$ cat config.mk
export PLATFORM = sky130hd
export DESIGN_NAME = xadac_axi_rd_arb
export DESIGN_NICKNAME = d
export VERILOG_FILES = /design/src/rtl/xadac_pkg.sv /design/src/rtl/xadac_rr_arb.sv /design/src/rtl/xadac_axi_rd_arb.sv
export SDC_FILE = /design/constraint.sdc
export NUM_CORES = 1
export LEC_CHECK = 0
export CORE_AREA = 2 2 128 130
export DETAILED_ROUTE_END_ITERATION = 12
export DIE_AREA = 0 0 130 132
export DONT_BUFFER_PORTS = 1
export SKIP_CTS_REPAIR_TIMING = 1
export SYNTH_ARGS = -nofsm -noshare
export SYNTH_HDL_FRONTEND = slang
export SYNTH_HIERARCHICAL = 1
export SYNTH_SLANG_ARGS = --single-unit
export TNS_END_PERCENT = 50
$ cat constraint.sdc
create_clock -name clk -period 6.3 [get_ports clk]
set_clock_uncertainty 0.05 [all_clocks]
set_input_delay 1.26 -clock clk [delete_from_list [all_inputs] [get_ports clk]]
set_output_delay 1.26 -clock clk [all_outputs]
set_load 0.03 [all_outputs]
$ cat src/rtl/xadac_pkg.sv
// rtl/xadac_pkg.sv - shared XADAC types and arbiter ID-width rule
package xadac_pkg;

   localparam int IdWidth      = 4;
   localparam int AddrWidth    = 32;
   localparam int VecDataWidth = 64;

   typedef logic [IdWidth-1:0]      IdT;
   typedef logic [AddrWidth-1:0]    AddrT;
   typedef logic [VecDataWidth-1:0] VecDataT;

   // Requester-index field width; never below one bit so the field always exists.
   function automatic int arb_idx_width(input int num_req);
      int w;
      w = $clog2(num_req);
      return (w < 1) ? 1 : w;
   endfunction

   // Downstream ID = {requester index, local ID}.
   function automatic int arb_id_width(input int num_req);
      return IdWidth + arb_idx_width(num_req);
   endfunction

endpackage

$ cat src/rtl/xadac_rr_arb.sv
// rtl/xadac_rr_arb.sv - round-robin priority picker, one-hot grant
module xadac_rr_arb #(
   parameter int N    = 2,
   parameter int PtrW = 1
) (
   input  logic [N-1:0]    req_i,
   input  logic [PtrW-1:0] ptr_i,
   output logic [N-1:0]    gnt_o
);

   int   idx;
   logic found;

   // Scan from ptr_i upward with wrap; the first requesting slot wins.
   always_comb begin
      gnt_o = '0;
      found = 1'b0;
      idx   = 0;
      for (int i = 0; i < N; i++) begin
         idx = int'(ptr_i) + i;
         if (idx >= N) idx = idx - N;
         for (int j = 0; j < N; j++) begin
            if (j == idx && !found && req_i[j]) begin
               gnt_o[j] = 1'b1;
               found    = 1'b1;
            end
         end
      end
   end

endmodule

$ cat src/rtl/xadac_axi_rd_arb.sv
// rtl/xadac_axi_rd_arb.sv - N-to-1 AXI read arbiter with per-requester outstanding limit
module xadac_axi_rd_arb
   import xadac_pkg::*;
#(
   parameter  int NumReq         = 2,
   parameter  int MaxOutstanding = 4,
   localparam int IdxWidth       = arb_idx_width(NumReq),
   localparam int ArbIdWidth     = arb_id_width(NumReq)
) (
   input  logic                  clk,
   input  logic                  rst,
   input  IdT      [NumReq-1:0]  slv_ar_id,
   input  AddrT    [NumReq-1:0]  slv_ar_addr,
   input  logic    [NumReq-1:0]  slv_ar_valid,
   output logic    [NumReq-1:0]  slv_ar_ready,
   output IdT      [NumReq-1:0]  slv_r_id,
   output VecDataT [NumReq-1:0]  slv_r_data,
   output logic    [NumReq-1:0]  slv_r_valid,
   input  logic    [NumReq-1:0]  slv_r_ready,
   output logic [ArbIdWidth-1:0] mst_ar_id,
   output AddrT                  mst_ar_addr,
   output logic                  mst_ar_valid,
   input  logic                  mst_ar_ready,
   input  logic [ArbIdWidth-1:0] mst_r_id,
   input  VecDataT               mst_r_data,
   input  logic                  mst_r_valid,
   output logic                  mst_r_ready,
   output logic                  err
);

   localparam int CntWidth = $clog2(MaxOutstanding + 1);
   typedef logic [CntWidth-1:0] cnt_t;

   cnt_t [NumReq-1:0]     cnt_q, cnt_d;
   logic [IdxWidth-1:0]   rr_ptr_q, rr_ptr_d;
   logic                  ar_valid_q, ar_valid_d;
   logic [ArbIdWidth-1:0] ar_id_q, ar_id_d;
   AddrT                  ar_addr_q, ar_addr_d;
   logic                  err_q, err_d;

   logic [IdxWidth-1:0]   r_sel;
   logic [NumReq-1:0]     r_hit, r_hs;
   logic                  r_rdy_sel, r_drop;

   logic                  ar_free, any_gnt;
   logic [NumReq-1:0]     eligible, rr_gnt;
   logic [IdxWidth-1:0]   gnt_idx;
   logic [ArbIdWidth-1:0] gnt_id;
   AddrT                  gnt_addr;

   // R return routing: beats for an unknown index or an idle requester are swallowed.
   always_comb begin
      r_sel     = mst_r_id[ArbIdWidth-1 -: IdxWidth];
      r_hit     = '0;
      r_rdy_sel = 1'b0;
      for (int i = 0; i < NumReq; i++) begin
         slv_r_id[i]   = mst_r_id[IdWidth-1:0];
         slv_r_data[i] = mst_r_data;
         if (r_sel == IdxWidth'(i)) begin
            r_hit[i]  = (cnt_q[i] != '0);
            r_rdy_sel = slv_r_ready[i];
         end
      end
      r_drop      = mst_r_valid && (r_hit == '0);
      slv_r_valid = mst_r_valid ? r_hit : '0;
      mst_r_ready = r_drop ? 1'b1 : r_rdy_sel;
      r_hs        = slv_r_valid & slv_r_ready;
   end

   // Eligibility: a full requester regains a slot in the same cycle its R beat completes.
   always_comb begin
      for (int i = 0; i < NumReq; i++) begin
         eligible[i] = slv_ar_valid[i] &&
                       ((cnt_q[i] < CntWidth'(MaxOutstanding)) || r_hs[i]);
      end
   end

   xadac_rr_arb #(
      .N    (NumReq),
      .PtrW (IdxWidth)
   ) u_rr_arb (
      .req_i (eligible),
      .ptr_i (rr_ptr_q),
      .gnt_o (rr_gnt)
   );

   // Grant only when the output register can take a new request.
   always_comb begin
      ar_free      = !ar_valid_q || mst_ar_ready;
      slv_ar_ready = ar_free ? rr_gnt : '0;
      any_gnt      = |slv_ar_ready;
      gnt_idx      = '0;
      gnt_id       = '0;
      gnt_addr     = '0;
      for (int i = 0; i < NumReq; i++) begin
         if (slv_ar_ready[i]) begin
            gnt_idx  = IdxWidth'(i);
            gnt_id   = {IdxWidth'(i), slv_ar_id[i]};
            gnt_addr = slv_ar_addr[i];
         end
      end
   end

   // Next-state: AR output register, rotation pointer, outstanding counters, sticky error.
   always_comb begin
      ar_valid_d = ar_valid_q;
      ar_id_d    = ar_id_q;
      ar_addr_d  = ar_addr_q;
      rr_ptr_d   = rr_ptr_q;
      if (any_gnt) begin
         ar_valid_d = 1'b1;
         ar_id_d    = gnt_id;
         ar_addr_d  = gnt_addr;
         rr_ptr_d   = (gnt_idx == IdxWidth'(NumReq - 1)) ? '0 : gnt_idx + IdxWidth'(1);
      end else if (ar_free) begin
         ar_valid_d = 1'b0;
         ar_id_d    = '0;
         ar_addr_d  = '0;
      end
      for (int i = 0; i < NumReq; i++) begin
         case ({slv_ar_ready[i], r_hs[i]})
            2'b10:   cnt_d[i] = cnt_q[i] + CntWidth'(1);
            2'b01:   cnt_d[i] = cnt_q[i] - CntWidth'(1);
            default: cnt_d[i] = cnt_q[i];
         endcase
      end
      err_d = err_q | r_drop;
   end

   // State registers with synchronous reset.
   always_ff @(posedge clk) begin
      if (rst) begin
         ar_valid_q <= 1'b0;
         ar_id_q    <= '0;
         ar_addr_q  <= '0;
         rr_ptr_q   <= '0;
         cnt_q      <= '0;
         err_q      <= 1'b0;
      end else begin
         ar_valid_q <= ar_valid_d;
         ar_id_q    <= ar_id_d;
         ar_addr_q  <= ar_addr_d;
         rr_ptr_q   <= rr_ptr_d;
         cnt_q      <= cnt_d;
         err_q      <= err_d;
      end
   end

   assign mst_ar_valid = ar_valid_q;
   assign mst_ar_id    = ar_id_q;
   assign mst_ar_addr  = ar_addr_q;
   assign err          = err_q;

endmodule

# ---- Word-level counts from Yosys, hierarchy flattened
# Cells that the tools add are included.
dict set report totals {
  input_bits 149
  reg_bits 46
  wordCells 81
}
dict set report op_classes {
  n_eq_ne 6
  n_reduce_logical 26
  n_bitwise 2
  magnitude_cmp 4
  n_mux 28
  add_sub_neg 8
}
# cell count
set ops {}
lappend ops {{$mux 32} 6}
lappend ops {{$eq 2x32->1 const A} 2}
lappend ops {{$logic_not 32->1} 2}
lappend ops {{$ge 32x3->1 const B} 1}
lappend ops {{$sub 32x3->32 const B} 1}
lappend ops {{$mux 5} 3}
lappend ops {{$mux 1} 14}
lappend ops {{$pmux 3 s2} 2}
lappend ops {{$logic_and 1x1->1} 10}
lappend ops {{$add 3x1->3 const B} 2}
lappend ops {{$lt 3x3->1 const B} 2}
lappend ops {{$reduce_bool 2->1} 3}
lappend ops {{$reduce_bool 3->1} 2}
lappend ops {{$sub 3x1->3 const B} 2}
lappend ops {{$eq 2x1->1 const B} 2}
lappend ops {{$eq 2x2->1 const B} 2}
lappend ops {{$logic_not 1->1} 4}
lappend ops {{$mux 2} 2}
lappend ops {{$mux 4} 1}
lappend ops {{$logic_or 1x1->1} 3}
lappend ops {{$sub 1x2->3 const B} 1}
lappend ops {{$add 1x1->2 const B} 1}
lappend ops {{$and 2x2->2} 1}
lappend ops {{$ge 1x2->1 const B} 1}
lappend ops {{other kinds (4)} 4}

# ---- Logic depth before layout (Yosys ltp)
# Gate-level depths: netlist (run 1).
dict set report logic_depth {
  word_depth 24
  ltp_mapped 11
  depth_no_buf 11
}

# ---- Modules after synthesis
# Netlist (run 1), hierarchy kept.
# module area_per_inst_um2 n_inst cells_each
set modules_own_cells {}
lappend modules_own_cells {xadac_axi_rd_arb 3205.6 1 405}
lappend modules_own_cells {xadac_rr_arb 18.8 1 3}

# ---- Worst setup path after synthesis (run 1)
# No wires, ideal clock.
dict set report synth_timing {
  kind {input to output}
  start {input port slv_r_ready[1]}
  end {output port slv_ar_ready[1]}
  path_stages 8
  t_arrival_ns 2.395
  slack_ns 2.595
  path_cell_list {nand3_1 -> a21boi_0 -> a21boi_1 -> buf_4 -> buf_4 -> nand2_1 -> inv_1 -> buf_4}
}
dict set report synth_between {
  elab_chain_cells 14
}
# item line_no
set synth_rtl {}
lappend synth_rtl {{start, declared} xadac_axi_rd_arb.sv:19} ;# input logic [NumReq-1:0] slv_r_ready,
lappend synth_rtl {{$and 2x2->2 *} xadac_axi_rd_arb.sv:67} ;# r_hs = slv_r_valid & slv_r_ready;
lappend synth_rtl {{$logic_or 1x1->1 *} xadac_axi_rd_arb.sv:74} ;# ((cnt_q[i] < CntWidth'(MaxOutstanding)) || r_hs[i]);
lappend synth_rtl {{$logic_and 1x1->1 *} xadac_axi_rd_arb.sv:73} ;# eligible[i] = slv_ar_valid[i] &&
lappend synth_rtl {{via eligible[1]} xadac_axi_rd_arb.sv:46} ;# logic [NumReq-1:0] eligible, rr_gnt;
lappend synth_rtl {{$logic_and 1x1->1} xadac_rr_arb.sv:23} ;# if (j == idx && !found && req_i[j]) begin
lappend synth_rtl {{$mux 1} xadac_rr_arb.sv:23}
lappend synth_rtl {{$logic_not 1->1} xadac_rr_arb.sv:23}
lappend synth_rtl {{$logic_and 1x1->1 (2 in series)} xadac_rr_arb.sv:23}
lappend synth_rtl {{$mux 1} xadac_rr_arb.sv:23}
lappend synth_rtl {{$logic_not 1->1} xadac_rr_arb.sv:23}
lappend synth_rtl {{$logic_and 1x1->1 (2 in series)} xadac_rr_arb.sv:23}
lappend synth_rtl {{$mux 1 *} xadac_rr_arb.sv:23}
lappend synth_rtl {{via rr_gnt[1]} xadac_axi_rd_arb.sv:46}
lappend synth_rtl {{$mux 2 *} xadac_axi_rd_arb.sv:90} ;# slv_ar_ready = ar_free ? rr_gnt : '0;
lappend synth_rtl {{end, declared} xadac_axi_rd_arb.sv:15} ;# output logic [NumReq-1:0] slv_ar_ready,
# The timed path passes the listed nets; every way through them passes the cells marked *.

# ---- Worst setup path after layout (run 1)
dict set report layout_timing {
  start {input port mst_r_id[4]}
  end {output port slv_ar_ready[0]}
}
dict set report layout_between {
  elab_chain_cells 16
}
# item line_no
set layout_rtl {}
lappend layout_rtl {{start, declared} xadac_axi_rd_arb.sv:24} ;# input logic [ArbIdWidth-1:0] mst_r_id,
lappend layout_rtl {{$mux 1 *} xadac_axi_rd_arb.sv:59} ;# if (r_sel == IdxWidth'(i)) begin
lappend layout_rtl {{$mux 2 *} xadac_axi_rd_arb.sv:65} ;# slv_r_valid = mst_r_valid ? r_hit : '0;
lappend layout_rtl {{$and 2x2->2 *} xadac_axi_rd_arb.sv:67}
lappend layout_rtl {{$logic_or 1x1->1 *} xadac_axi_rd_arb.sv:74}
lappend layout_rtl {{$logic_and 1x1->1 *} xadac_axi_rd_arb.sv:73}
lappend layout_rtl {{via eligible[0]} xadac_axi_rd_arb.sv:46}
lappend layout_rtl {{$logic_and 1x1->1} xadac_rr_arb.sv:23}
lappend layout_rtl {{$mux 1} xadac_rr_arb.sv:23}
lappend layout_rtl {{$logic_not 1->1} xadac_rr_arb.sv:23}
lappend layout_rtl {{$logic_and 1x1->1 (2 in series)} xadac_rr_arb.sv:23}
lappend layout_rtl {{$mux 1} xadac_rr_arb.sv:23}
lappend layout_rtl {{$logic_not 1->1} xadac_rr_arb.sv:23}
lappend layout_rtl {{$logic_and 1x1->1 (2 in series)} xadac_rr_arb.sv:23}
lappend layout_rtl {{$mux 1 *} xadac_rr_arb.sv:23}
lappend layout_rtl {{via rr_gnt[0]} xadac_axi_rd_arb.sv:46}
lappend layout_rtl {{$mux 2 *} xadac_axi_rd_arb.sv:90}
# Marks and branches as above.

==> results of run 1 <==
## final timing paths
check | from | to | slack [ns] | depth (start not counted)
setup / recovery | mst_r_id[4] | slv_ar_ready[0] | 2.50 | 4
hold / removal | rr_ptr_q | rr_ptr_q | 0.48 | 1
setup reg to reg | mst_ar_valid | cnt_q[2] | 3.06 | 9
hold reg to reg | rr_ptr_q | rr_ptr_q | 0.48 | 1
## registers in the layout, summed over array words and instances (netlist names)
register / count
mst_ar_valid: 1
rr_ptr_q: 1
cnt_q: 6
mst_ar_id: 5
mst_ar_addr: 32
err: 1
## power groups by stage
stage               clock [mW]  combinational [mW]  sequential [mW]
global placement             0              0.0945            0.381
detailed placement           0              0.0996            0.381
global route             0.306               0.111            0.377
finish                   0.279              0.0988            0.374
floorplan                    0               0.255            0.373
CTS                      0.296              0.0998            0.375
## worst register-to-register path, stage by stage (launching register included)
cell      delay [ns]
dfxtp_1         0.67
nand2b_4        0.54
and2_1          0.58
inv_1           0.10
ha_1            0.18
inv_1           0.06
fa_1            0.38
xor2_1          0.16
or3_1           0.31
a21oi_1         0.15
## metrics by stage
stage               util [%]  power [mW]
CTS                     15.7       0.771
global placement        14.8       0.475
floorplan                  -       0.628
global route            15.7       0.795
finish                  15.7       0.752
detailed placement      14.8       0.481
## cell families (layout without fill, tap and decap cells)
| kind of cell | count (synthesis) | after routing | synth area share [%] |
|---|---|---|---|
| buffers and inverters | 169 | 17 | 38.2 |
| AND/OR/NAND/NOR | 131 | 131 | 19.5 |
| AO/OA/AOI/OAI | 52 | 52 | 10.0 |
| flip-flops | 46 | 46 | 28.6 |
| adder cells (fa/ha/maj) | 4 | 4 | 2.02 |
| XOR/XNOR | 4 | 4 | 1.09 |
| multiplexers | 2 | 2 | 0.621 |
## cell usage in the layout (no fill, tap or decap), drive strengths merged
cell	n
nand3	73
dfxtp	46
nand2	39
a31oi	36
inv	7
a21oi	7
nor2	6
clkbuf	6
a21boi	4
and2	3
o21ai	3
xor2	3
mux2i	2
or3	2
fa	2
ha	2
buf	2
nand2b	1
nor3	1
nor3b	1
o311a	1
nand3b	1
nor4b	1
nor4	1
nor2b	1
and2b	1
xnor2	1
o21a	1
clkinvlp	1
clkinv	1
## layout make-up
| cell class | count | area, um2 | share of cell area (%) |
|---|---|---|---|
| timing repair buffer | 2 | 15.0 | 0.607 |
| tap | 216 | 270 | 10.9 |
| inverter | 7 | 26.3 | 1.06 |
| multi-input combinational | 193 | 1090 | 44.1 |
| clock inverter | 2 | 12.5 | 0.506 |
| clock buffer | 6 | 139 | 5.61 |
| sequential | 46 | 921 | 37.2 |
## per-layer routing
layer  vias up  part of all wire, %  routed length (um)  global-route usage, %
li1        938                    -                   -                      -
met1       947                   34                2880                   8.46
met2       176                   46                3940                   14.9
met3        53                   14                1180                   4.67
met4         0                  6.0                 508                   7.05
met5         -                    0                   0                      0
==> results_dict.tcl, run 1 <==
set metrics [dict create \
    status "completed" \
    grtUsageTotal_pct 9.08 \
    power-per-cell-area_nw_per_um2 304 \
    synth_edf_count 0 \
    dp_cells 464 \
    cp_cell_sequence "nand3b_1, a21boi_0, a21boi_1, and2_1" \
    netlist_top_cells_area "buf_4 34%, dfxtp_1 29%, nand3_1 11%, a31oi_1 7.0%, nand2_1 4.5%" \
    p_switching_mw 0.246 \
    power_frac_clock_pct 37.1 \
    leakage_nw 0.775 \
    cts_buffers 5 \
    clk_latency_ns 0.30 \
    seqPwrFrac_pct 49.8 \
    cp_num_buf_inv 0 \
    synth_top_cell_area_share_pct 33.5 \
    fin_area_um2 2470 \
    port_buffers 0 \
    ys.flop_type "dfxtp_1" \
    max_freq_mhz 263 \
    drv_cap 0 \
    start_kind "input pin" \
    tns_ns 0 \
    die_width_um 130 \
    synth-async-reset-ratio_pct 0 \
    vias 2114 \
    wirelength_um 8500 \
    yosys_warnings 6 \
    p_sw_share_pct 32.6 \
    crit_path_end_kind "primary output" \
    num_io_pins 329 \
    worstMarginPinSlew_ns 1.07 \
    slew_viol_final 0 \
    stdcell_count 472 \
    max_slew_margin_pct 28.8 \
    cpPeakStageDelay_ns 0.41 \
    synth_area_leader_cell "buf_4" \
    dp_hpwl_um 6130 \
    yosysMostFrequentCell "buf_4" \
    p_int_mw 0.507 \
    timing.final.crit_share_pct 60.3 \
    diodes 0 \
    arrival_ns 2.49 \
    synth_cell_types 33 \
    viasPerCell 4.48 \
    layout_min_cycle_time_ns 3.80 \
    nFillCells 1767 \
    rows 46 \
    syn_area_um2 3220 \
    holdWs_ns 0.477 \
    grt_antenna_before_repair 0 \
    dieHeight_um 132 \
    layout-drive-gt1-share_pct 5.08 \
    crit_type "input pin to primary output" \
    drc_errors 0 \
    place_area_um2 2320 \
    grt_pass1_vias 1923 \
    cts_buffer_depth 2 \
    overflow 0 \
    clock_sinks 46 \
    start_util_pct 20.5 \
    cp_top_family "compound AO/OA/AOI/OAI gates" \
    core_area_um2 15700 \
    critPathSlowestCell "a21boi_0" \
    combPwrFrac_pct 13.1 \
    ant_nets 0 \
    first_iter_violations 115 \
    cts_max_level 2 \
    place_congestion 0.666 \
    cp_max_fo 7 \
    ys_seq_elements 46 \
    vdd_ir_drop_max_mv 0.0803 \
    layout_setup_ws_ns 2.50 \
    synth_common_cells "144 x buf_4, 73 x nand3_1, 46 x dfxtp_1" \
    syn_avg_cell_area_um2 7.90 \
    min_path_type "flip-flop to flip-flop" \
    grt_max_degree 77 \
    synthCells 408 \
    cts.clk_slew.worst_paths_ns 0.07 \
    nets 408 \
    setup_violations 0 \
    dp_slack_ns 2.54 \
    hold_viol 0 \
    wl_per_cell_um 18.0 \
    drt_pre_antenna_iters 7 \
    ys_seq_area_share_pct 28.6 \
    cts_root_buf "clkbuf_16" \
    die_area_um2 17200 \
    rsz0062_at_grt "no" \
    areaGrowthSynthToFinish_pct -23.3 \
    required_ns 4.99 \
    grt_pass1_wl_um 11500 \
    synth_nets 561 \
    cts_tree "done" \
]
No activity file was read; power rests on OpenSTA's default activity.
==> inputs of run 2 (changes only) <==
clock period = 3.9 ns   (was 6.3 ns; I/O delays follow)
==> run 2 against run 1 <==
Via count up 2.8%. Combinational power is 70% higher. Setup slack got worse by 1.6 ns. Count of clock-buffer cells in the layout stayed put. Final area is 0.91% higher. Critical path depth grew 7. Sequential power grew 61%. Global-route usage rose by 0.41 points. Core utilization increased by 0.14 points. Critical endpoint is now cnt_q[2].
==> results_dict.tcl, run 2 (synthesis results as in run 1) <==
set metrics [dict create \
    holdWs_ns 0.455 \
    seqPwrFrac_pct 49.3 \
    cts_tree "done" \
    cts_root_buf "clkbuf_16" \
    die_area_um2 17200 \
    dieHeight_um 132 \
    final_cell_mix "73 x nand3_1, 46 x dfxtp_1, 39 x nand2_1" \
    power-per-cell-area_nw_per_um2 490 \
    cp_top_family "compound AO/OA/AOI/OAI gates" \
    areaGrowthSynthToFinish_pct -22.6 \
    layout_min_cycle_time_ns 3.04 \
    ant_nets 0 \
    layout-drive-gt1-share_pct 6.18 \
    timing.final.crit_share_pct 77.9 \
    wl_per_cell_um 18.9 \
    place_congestion 0.720 \
    place_area_um2 2340 \
    nets 411 \
    grt_pass1_wl_um 11800 \
    final_core_util_pct 15.9 \
    power_frac_clock_pct 37.0 \
    crit_path_end_kind "flip-flop" \
    grt_pass1_vias 1972 \
    multi_input_comb_area_um2 1090 \
    p_int_mw 0.822 \
    grtUsageTotal_pct 9.49 \
    reg2reg_depth 8 \
    worstMarginPinSlew_ns 0.765 \
    p_switching_mw 0.402 \
    p_sw_share_pct 32.9 \
    clock_sinks 46 \
    clk_latency_ns 0.30 \
    leakage_nw 0.790 \
    rows 46 \
    min_path_type "flip-flop to flip-flop" \
    layout_commonest_cell "nand3_1" \
    fin_area_um2 2500 \
    grt_max_degree 75 \
    grt_antenna_before_repair 0 \
    cts_max_level 2 \
    setup_violations 0 \
    dp_cells 467 \
    status "completed" \
    drc_errors 0 \
    num_io_pins 329 \
    cp_max_fo 7 \
    required_ns 4.08 \
    hold_viol 0 \
    critPathSlowestCell "a21boi_0" \
    vdd_ir_drop_max_mv 0.143 \
    die_width_um 130 \
    max_freq_mhz 329 \
    drv_cap 0 \
    rsz0062_at_grt "no" \
    cp_num_cells 11 \
    port_buffers 0 \
    min_delay_path_depth 1 \
    dp_hpwl_um 6450 \
    cts.clk_slew.worst_paths_ns 0.07 \
    cpPeakStageDelay_ns 0.42 \
    combPwrFrac_pct 13.7 \
    cp_cell_sequence "nand3b_1, a21boi_0, a21boi_1, and2_1, inv_1, ha_1, inv_1, fa_1, xor2_1, or3_1, a21oi_1" \
    drt_pre_antenna_iters 5 \
    slew_viol_final 0 \
    cp_num_buf_inv 2 \
    first_iter_violations 143 \
    path_common_cell "inv_1" \
    wirelength_um 8970 \
    vias 2173 \
    nFillCells 1798 \
    arrival_ns 3.22 \
    crit_type "input pin to flip-flop" \
    start_util_pct 20.5 \
    diodes 0 \
    cts_buffer_depth 2 \
    start_kind "input pin" \
    seq_area_um2 921 \
    viasPerCell 4.57 \
    stdcell_count 475 \
    r2r_slack_ns 1.08 \
    cts_buffers 5 \
    core_area_um2 15700 \
    overflow 0 \
    tns_ns 0 \
    max_slew_margin_pct 49.0 \
    largest_reg_flops 32 \
]
[run 2: cell types whose count changed in the layout (fill, tap and decap cells not counted)]
| cell | before | now |
|---|---|---|
| buf_4 | 2 | 5 |
[run 2: worst paths after layout]
| check | startpoint | to |
|---|---|---|
| min | rr_ptr_q | rr_ptr_q |
| max | mst_r_id[4] | cnt_q[2] |
| max reg2reg | cnt_q[5] | cnt_q[5] |
| min reg2reg | rr_ptr_q | rr_ptr_q |
[run 2: layout make-up]
class | instances | share of cell area [%]
timing repair buffer | 5 | 1.50
multi-input combinational | 193 | 43.7
inverter | 7 | 1.05
sequential | 46 | 36.9
tap | 216 | 10.8
clock inverter | 2 | 0.501
clock buffer | 6 | 5.56
[run 2: metrics by stage]
stage | setup slack, ns | power [mW]
after floorplan | 0.844 | 1.01
after global placement | 0.711 | 0.774
after detailed placement | 0.586 | 0.784
after CTS | 0.896 | 1.26
after global routing | 0.720 | 1.29
final | 0.863 | 1.22
[run 2: power by group through the flow]
stage / sequential (mW) / combinational [mW] / clock (mW)
floorplan: 0.603 / 0.411 / 0
global placement: 0.614 / 0.159 / 0
detailed placement: 0.615 / 0.169 / 0
CTS: 0.604 / 0.169 / 0.482
global route: 0.609 / 0.185 / 0.492
finish: 0.604 / 0.168 / 0.452
[run 2: routing by layer]
metal | vias up | GRT usage [%] | wire length (um) | part of all wire (%)
met5 | - | 0 | 0 | 0
met4 | 0 | 7.23 | 506 | 5.6
met3 | 52 | 4.55 | 1140 | 13
met2 | 182 | 15.4 | 4180 | 47
met1 | 999 | 9.23 | 3150 | 35
li1 | 940 | - | - | -
